==> src/rtl/add4_chk_pkg.sv <==
// Shared types and widths for the 4-bit adder sweep checker.
package add4_chk_pkg;

    typedef enum logic [1:0] {
        IDLE   = 2'd0,
        SETTLE = 2'd1,
        CHECK  = 2'd2,
        DONE   = 2'd3
    } state_e;

    localparam int VEC_W = 9;
    localparam int RES_W = 5;
    localparam int ERR_W = 10;

    localparam logic [VEC_W-1:0] LAST_IDX = 9'd511;

endpackage

==> src/rtl/add_4_ref.sv <==
// Combinational golden model of a 4-bit adder: sum_o = {CO,S}.
module add_4_ref
    import add4_chk_pkg::*;
(
    input  logic [3:0]       a_i,
    input  logic [3:0]       b_i,
    input  logic             ci_i,
    output logic [RES_W-1:0] sum_o
);

    assign sum_o = {1'b0, a_i} + {1'b0, b_i} + {4'b0000, ci_i};

endmodule

==> config.mk <==
export PLATFORM = sky130hd
export DESIGN_NAME = add_4_ref
export DESIGN_NICKNAME = d
export VERILOG_FILES = /design/src/rtl/add4_chk_pkg.sv /design/src/rtl/add_4_ref.sv
export SDC_FILE = /design/constraint.sdc
export NUM_CORES = 1
export LEC_CHECK = 0
export CAP_MARGIN = 20
export CORE_AREA = 4 4 41 43
export DETAILED_ROUTE_END_ITERATION = 7
export DIE_AREA = 0 0 45 47
export PLACE_DENSITY = 0.35
export SLEW_MARGIN = 30
export SYNTH_ARGS = -nofsm -noshare
export SYNTH_HDL_FRONTEND = slang
export SYNTH_SLANG_ARGS = --single-unit
export TNS_END_PERCENT = 20
==> constraint.sdc <==
create_clock -name vclk -period 1.58
set_input_delay 0.158 -clock vclk [all_inputs]
set_output_delay 0.158 -clock vclk [all_outputs]
set_load 0.05 [all_outputs]
==> results.ini, run 1 <==
[finish]
diodes = 0
seq_area_um2 = 0
multiInputGateArea_um2 = 173
syn2layout_area_growth_pct = 182
final_nets = 48
clock_buffers = 0
seq_cell_count = 0
drive_above_1_share_pct = 59.4
fillerInstances = 150
design_area_um2 = 405

[synth]
yosys.cell_types.count = 9
syn_area_per_cell_um2 = 8.99
syn_inst = 16
synth_warnings = 0
synth_nets = 30
synth_area_um2 = 144
synth_area_leaders = fa_1, ha_1, xnor2_1
ys_seq_area_share_pct = 0
synth_top_cell_by_area = fa_1
synth.top_cell.area_share_pct = 27.8

[grt]
grt_pass1_vias = 195
grtUsageTotal_pct = 4.67
antenna_found_initial = 0
grt_max_degree = 4
grt_first_pass_wirelength_um = 786
gr-total-overflow = 0

[die]
start_util_pct = 11.1
rows = 13
die_area_um2 = 2120
core_um2 = 1300
pin_count = 14
die_w_um = 45
die_h_um = 47

[routing]
first_pass_iters = 1
drt_iter0_drc = 0
drc_errors = 0
drt-total-wl_um = 434
final_antenna_net_count = 0
via_count = 174
routedWlPerCell_um = 9.23
vias_per_cell = 3.70

[worst_setup_path]
worst-path-max-fanout = 2
crit_arrival_ps = 1370
crit_type = in2out
critPathRequiredTime_ps = 1420
crit_path_start_kind = primary input
end_kind = primary output

[power_and_ir_drop]
p_total_mw = 0.287
cellLeakagePower_nw = 0.196
peakVddDrop_uv = 227
p_per_area_nw_per_um2 = 707

[placement]
gp_congestion = 0.646
placed_cell_area_um2 = 375
io_buffers = 14
dp_hpwl_um = 388
place_ws_ps = -368

[timing]
slew-limit-headroom_pct = 86.5
drv_slew = 0
setup_viol = 0
hold_viol = 0
fin_ws_ps = 53.5
tightest_slew_ps = 201
fin_crit_ps = 1530
fin_crit_sh_pct = 96.6
max_freq_mhz = 655
rsz0062_at_grt = no
whs_ps = 749

[status]
outcome = complete, no violations

[hold_path]
holdPathStages = 3
hold_start = b_i[0]
hp-class = in2out
min_to = sum_o[0]

[clock_network]
hold_buffers = 0
cts_setup_buffers = 0

[run]
max-cap-violations = 0

[synth_stat cells, drive strengths merged]
library cell and n:
xnor2 2, nor2b 1, nand2b 1, inv 4, o21ai 1, a21oi 1
ha 3, a21o 1, fa 2
[metrics by stage]
| stage | TNS, ps | std cells | utilization [%] |
|---|---|---|---|
| 5_1_grt | 0 | 47 | 31.2 |
| 4_1_cts | 0 | 47 | 30.5 |
| 3_3_place_gp | -1430 | 47 | 28.8 |
| 6_report | 0 | 47 | 31.2 |
| 3_5_place_dp | -1430 | 47 | 28.8 |
| 2_1_floorplan | 0 | 16 | - |
[routing by layer]
layer | vias to the layer above | part of all wire (%) | track usage [%]
met3 | 0 | 18 | 1.53
met2 | 14 | 44 | 8.47
li1 | 82 | - | -
met1 | 78 | 38 | 5.71
met4 | 0 | 0 | 0
met5 | - | 0 | 0
[worst max path at each step]
stage,from,slack (ps),depth (start not counted),endpoint
6_report,a_i[1],50,6,sum_o[3]
5_1_grt,b_i[0],0.7,8,sum_o[4]
4_1_cts,a_i[2],20,6,sum_o[4]
3_5_place_dp,a_i[0],-370,8,sum_o[4]
3_3_place_gp,a_i[0],-390,8,sum_o[4]
2_1_floorplan,a_i[1],20,4,sum_o[3]
[where the power goes]
| part | switching, mW | total, mW | leakage [nW] | internal (mW) |
|---|---|---|---|---|
| Combinational | 0.140 | 0.287 | 0.196 | 0.146 |
| Clock | 0 | 0 | 0 | 0 |
| Sequential | 0 | 0 | 0 | 0 |
[cell type report]
type	instances	share of cell area (%)
timing repair buffer	16	49.1
multi-input combinational	12	42.6
tap	15	4.63
inverter	4	3.70
[timing repair]
item / CTS / global route
setup endpoints to repair: 4 / 1
gates resized for setup: 25 / 2
hold endpoints to repair: 0 / 0
pin swaps: 7 / 3
[logic make-up (layout without fill, tap and decap cells)]
group	after synthesis	in the layout	share of synthesized area, %
buffers and inverters	4	20	10.4
AO/OA/AOI/OAI	3	3	14.8
AND/OR/NAND/NOR	2	2	8.70
adder cells (fa/ha/maj)	5	5	53.9
XOR/XNOR	2	2	12.2
[worst max-delay path: stages]
cell and delay, ps:
dlygate4sd2_1 250, ha_1 290, a21o_1 170, a21oi_2 170
xnor2_2 160, buf_12 170
[layout by cell type (no fill, tap or decap)]
cell,netlist,routed
inv_1,4,1
ha_4,0,1
ha_1,3,2
buf_2,0,2
buf_12,0,5
dlymetal6s2s_1,0,1
clkdlybuf4s50_1,0,2
nand2b_1,1,1
nor2b_1,1,1
a21o_1,1,1
fa_2,0,2
buf_6,0,2
a21oi_2,1,1
buf_4,0,1
inv_2,0,3
dlygate4sd2_1,0,3
xnor2_2,0,1
o21ai_1,0,1
xnor2_4,0,1
(Power assumes the default switching activity.)
==> run 2: changes to the inputs <==
--- a/config.mk
+++ b/config.mk
@@ -10,6 +10,7 @@
 export DETAILED_ROUTE_END_ITERATION = 7
 export DIE_AREA = 0 0 45 47
 export PLACE_DENSITY = 0.35
+export REMOVE_ABC_BUFFERS = 1
 export SLEW_MARGIN = 30
 export SYNTH_ARGS = -nofsm -noshare
 export SYNTH_HDL_FRONTEND = slang
==> run 2 against run 1 <==
Against the previous run: final cell count is 4.3% lower; total power fell by 7.3%; worst setup slack got worse by 8.6 ps; utilization down 2.9 points; non-clock buffer count fell by 2; count of clock-buffer cells in the layout did not move; combinational power fell by 7.3%; largest cell class unchanged; highest routed layer unchanged.
==> results.ini, run 2 (same netlist as run 1, synthesis figures left out) <==
[worst_setup_path]
crit_family = buffers and inverters
slowest_stage = ha_1
cpPeakStageDelay_ps = 280  ; about the same
crit_type = in2out
end_kind = primary output
path_cells = dlygate4sd2_1, ha_1, a21o_1, a21oi_2, xnor2_2, buf_12
crit_arrival_ps = 1380  ; about the same
critPathRequiredTime_ps = 1420  ; about the same
crit_path_start_kind = primary input
worst-path-max-fanout = 2  ; unchanged
worst-path-buf-inv = 2  ; unchanged

[timing]
setup_viol = 0  ; unchanged
tightest_slew_ps = 265  ; +64.3 ps
slew-limit-headroom_pct = 82.2  ; -4.3 points
fin_crit_sh_pct = 97.2  ; +0.54 points
drv_slew = 0  ; unchanged
hold_viol = 0  ; unchanged
rsz0062_at_grt = yes
fin_crit_ps = 1540  ; +8.57 ps
max_freq_mhz = 651  ; -0.56%

[die]
rows = 13  ; unchanged
pin_count = 14  ; unchanged
die_w_um = 45  ; unchanged
die_area_um2 = 2120  ; unchanged
core_um2 = 1300  ; unchanged
die_h_um = 47  ; unchanged
start_util_pct = 11.1  ; unchanged

[routing]
drt_iter0_drc = 0  ; unchanged
first_pass_iters = 1  ; unchanged
drc_errors = 0  ; unchanged
routedWlPerCell_um = 9.89  ; +7.1%
drt-total-wl_um = 445  ; +2.5%
vias_per_cell = 3.62  ; -2.2%
via_count = 163  ; -6.3%
final_antenna_net_count = 0  ; unchanged

[grt]
grt_pass1_vias = 185  ; -5.1%
gr-usage-met3_pct = 2.68  ; +1.1 points
grtUsageMet2_pct = 8.47  ; unchanged
antenna_found_initial = 0  ; unchanged
grt_use_met1_pct = 4.55  ; -1.2 points
grt_max_degree = 4  ; unchanged
gr-total-overflow = 0  ; unchanged
grt.busiest_layer = met2
grt_first_pass_wirelength_um = 745  ; -5.2%
grtUsageTotal_pct = 4.50  ; -0.17 points

[power_and_ir_drop]
p_int_mw = 0.131  ; -10%
sequentialPowerShare_pct = 0  ; unchanged
switching_share_pct = 50.7  ; +1.7 points
peakVddDrop_uv = 291  ; +28%
p_per_area_nw_per_um2 = 723  ; +2.2%
power.share.clock_pct = 0  ; unchanged
switchingPower_mw = 0.135  ; -4.1%
p_comb_share_pct = 100.0  ; about the same
cellLeakagePower_nw = 0.179  ; -8.6%

[finish]
instances_no_fill = 45  ; -4.3%
seq_cell_count = 0  ; unchanged
layout_common_cells = buf_12, dlygate4sd2_1
diodes = 0  ; unchanged
drive_above_1_share_pct = 50.0  ; -9.4 points
design_area_um2 = 368  ; -9.3%
fillerInstances = 150  ; unchanged
seq_area_um2 = 0  ; unchanged
final_nets = 46  ; -4.2%
final_common_cell = buf_12
syn2layout_area_growth_pct = 156
clock_buffers = 0  ; unchanged

[placement]
dp_hpwl_um = 392  ; +1.1%
io_buffers = 14  ; unchanged
placed_cell_area_um2 = 353  ; -6.0%
dp_cells = 45  ; -4.3%
gp_congestion = 0.653  ; +1.0%

[run]
max-cap-violations = 0  ; unchanged

[status]
outcome = complete, no violations

[clock_network]
hold_buffers = 0  ; unchanged

[hold_path]
hp-class = in2out

-- run 2: repair_timing --
action | 4_1_cts | 5_1_grt
pin swaps | 6 | 3
endpoints found under the setup margin | 4 | 2
resized for setup | 22 | 2
setup buffers | 0 | 0
-- run 2: tightest hold or removal path: cells and delay by family --
kind | cells | cell delay [ps]
buf+inv | 2 | 210
fa+ha+maj | 1 | 230
-- run 2: final timing paths --
kind / slack, ps / to / depth (start not counted) / from
worst max-delay path: 40 / sum_o[3] / 6 / a_i[1]
worst min-delay path: 760 / sum_o[0] / 3 / a_i[0]
-- run 2: per-layer routing --
layer  routed length, um  vias to the layer above
met4                   0                        0
met3                 113                        0
met5                   0                        -
met1                 139                       71
met2                 192                       14
li1                    -                       78
-- run 2: cell type report --
| type | instances | area, um^2 | share of cell area [%] |
|---|---|---|---|
| multi-input combinational | 12 | 154 | 41.8 |
| inverter | 4 | 15.0 | 4.08 |
| timing repair buffer | 14 | 180 | 49.0 |
| tap | 15 | 18.8 | 5.10 |
-- run 2: metrics by stage --
stage | setup slack [ps] | TNS [ps] | hold WS [ps] | power (mW) | utilization [%]
floorplan | -174 | -174 | 709 | 0.124 | -
global placement | -369 | -1340 | 1160 | 0.257 | 27.1
detailed placement | -400 | -1460 | 1160 | 0.258 | 27.1
CTS | 8.69 | 0 | 774 | 0.268 | 27.6
global route | -2.34 | -2.34 | 770 | 0.279 | 28.3
finish | 44.9 | 0 | 759 | 0.266 | 28.3
-- run 2: power by group through the flow --
stage / Clock, mW / Combinational (mW) / Sequential [mW]
finish: 0 / 0.266 / 0
global route: 0 / 0.279 / 0
CTS: 0 / 0.268 / 0
detailed placement: 0 / 0.258 / 0
global placement: 0 / 0.257 / 0
floorplan: 0 / 0.124 / 0
==> run 3: changes to the inputs <==
--- a/config.mk
+++ b/config.mk
@@ -6,9 +6,9 @@
 export NUM_CORES = 1
 export LEC_CHECK = 0
 export CAP_MARGIN = 20
-export CORE_AREA = 4 4 41 43
+export CORE_AREA = 10 10 47 49
 export DETAILED_ROUTE_END_ITERATION = 7
-export DIE_AREA = 0 0 45 47
+export DIE_AREA = 0 0 57 59
 export PLACE_DENSITY = 0.35
 export REMOVE_ABC_BUFFERS = 1
 export SLEW_MARGIN = 30
==> run 3 against run 2 <==
Against the previous run: maximum frequency increased by 0.92%; hold slack got worse by 3.6 ps; critical path depth unchanged; highest routed layer unchanged; critical path type unchanged; sequential cell count unchanged; utilization decreased by 2.2 points; worst setup slack improved by 14 ps; final area decreased by 0.68%; via count decreased by 8.6%; non-clock buffer count unchanged; first-iteration DRC count unchanged; final cell count increased by 2.2%.
==> results.ini, run 3 (same netlist as run 1, synthesis figures left out) <==
[finish]
utilization_pct = 26.1  ; -2.2 points
seq_cell_count = 0  ; unchanged
final_common_cell = buf_12
syn2layout_area_growth_pct = 154
diodes = 0  ; unchanged
layout_common_cells = buf_12, dlygate4sd2_1, inv_1
design_area_um2 = 365  ; -0.68%
drive_above_1_share_pct = 46.7  ; -3.3 points
final_nets = 46  ; unchanged
clock_buffers = 0  ; unchanged
seq_area_um2 = 0  ; unchanged

[worst_setup_path]
critPathRequiredTime_ps = 1420  ; about the same
crit_path_start_kind = primary input
crit_type = in2out
crit_arrival_ps = 1360  ; -20 ps
worst-path-max-fanout = 2  ; unchanged
end_kind = primary output

[power_and_ir_drop]
switching_share_pct = 50.9  ; +0.21 points
cellLeakagePower_nw = 0.173  ; -3.7%
p_per_area_nw_per_um2 = 717  ; -0.83%
p_comb_share_pct = 100.0  ; about the same
switchingPower_mw = 0.133  ; -1.1%
power.share.clock_pct = 0  ; unchanged
sequentialPowerShare_pct = 0  ; unchanged
p_int_mw = 0.129  ; -1.9%
peakVddDrop_uv = 336  ; +15%

[die]
rows = 14  ; +1
core_um2 = 1400  ; +7.7%
die_area_um2 = 3360  ; +59%
die_h_um = 59  ; +26%
pin_count = 14  ; unchanged
die_w_um = 57  ; +27%
start_util_pct = 10.3  ; -0.79 points

[routing]
drt_iter0_drc = 0  ; unchanged
final_antenna_net_count = 0  ; unchanged
via_count = 149  ; -8.6%
vias_per_cell = 3.24  ; -11%
drt-total-wl_um = 499  ; +12%
first_pass_iters = 1  ; unchanged
routedWlPerCell_um = 10.8  ; +9.7%
drc_errors = 0  ; unchanged

[timing]
rsz0062_at_grt = yes
hold_viol = 0  ; unchanged
fin_crit_ps = 1520  ; -14.0 ps
drv_slew = 0  ; unchanged
slew-limit-headroom_pct = 81.6  ; -0.56 points
tightest_slew_ps = 274  ; +8.33 ps
fin_ws_ps = 58.9  ; +14.0 ps
max_freq_mhz = 657  ; +0.92%
fin_tns_setup_ps = 0  ; unchanged
fin_crit_sh_pct = 96.3  ; -0.89 points
setup_viol = 0  ; unchanged

[grt]
gr-total-overflow = 0  ; unchanged
grt_first_pass_wirelength_um = 931  ; +25%
antenna_found_initial = 0  ; unchanged
grt_max_degree = 4  ; unchanged
grtUsageTotal_pct = 3.28  ; -1.2 points
grt_pass1_vias = 170  ; -8.1%

[status]
outcome = complete, no violations

[placement]
placed_cell_area_um2 = 354  ; +0.35%
dp_hpwl_um = 461  ; +17%
gp_congestion = 0.668  ; +2.3%
io_buffers = 14  ; unchanged
place_ws_ps = -424  ; -24.5 ps

[run]
max-cap-violations = 0  ; unchanged

[clock_network]
hold_buffers = 0  ; unchanged
cts_setup_buffers = 0  ; unchanged

[hold_path]
hp-class = in2out

==> run 3: cell count changes in the layout (fill, tap and decap cells not counted) <==
| cell | previous run | this run |
|---|---|---|
| dlymetal6s2s_1 | 1 | 0 |
| inv_1 | 2 | 3 |
| inv_2 | 2 | 1 |
| dlygate4sd2_1 | 3 | 4 |
==> run 3: worst paths after layout <==
check / startpoint / end / slack (ps) / depth (start not counted)
worst min-delay path: a_i[0] / sum_o[0] / 760 / 3
worst max-delay path: a_i[0] / sum_o[1] / 60 / 6
==> run 3: timing repair <==
item | 4_1_cts | 5_1_grt
gates cloned | 0 | 0
pin swaps | 4 | 3
endpoints found under the setup margin | 4 | 2
resized for setup | 22 | 1
==> run 3: per-stage QoR <==
| stage | cells | power, mW | hold slack [ps] |
|---|---|---|---|
| floorplan | 16 | 0.124 | 709 |
| global placement | 46 | 0.258 | 1150 |
| detailed placement | 46 | 0.257 | 1160 |
| CTS | 46 | 0.264 | 777 |
| global route | 46 | 0.278 | 775 |
| finish | 46 | 0.262 | 756 |
==> run 3: area by class of cell <==
type | count | area [um^2]
inverter | 4 | 15.0
tap | 16 | 20.0
fill | 151 | 1040
timing repair buffer | 14 | 176
multi-input combinational | 12 | 154
==> run 3: per-layer routing <==
layer	wire, um	up-vias	track usage [%]
met3	64	0	1.50
li1	-	78	-
met4	0	0	0
met5	0	-	0
met1	296	57	5.33
met2	139	14	3.72
==> run 3: power by group through the flow <==
stage	clock (mW)	combinational, mW	sequential, mW
after detailed placement	0	0.257	0
after global routing	0	0.278	0
after CTS	0	0.264	0
after floorplan	0	0.124	0
after global placement	0	0.258	0
final	0	0.262	0
==> run 3: worst max-delay path: stages <==
cell	delay [ps]
buf_6	90
fa_2	400
inv_2	60
fa_2	410
inv_1	100
buf_12	140
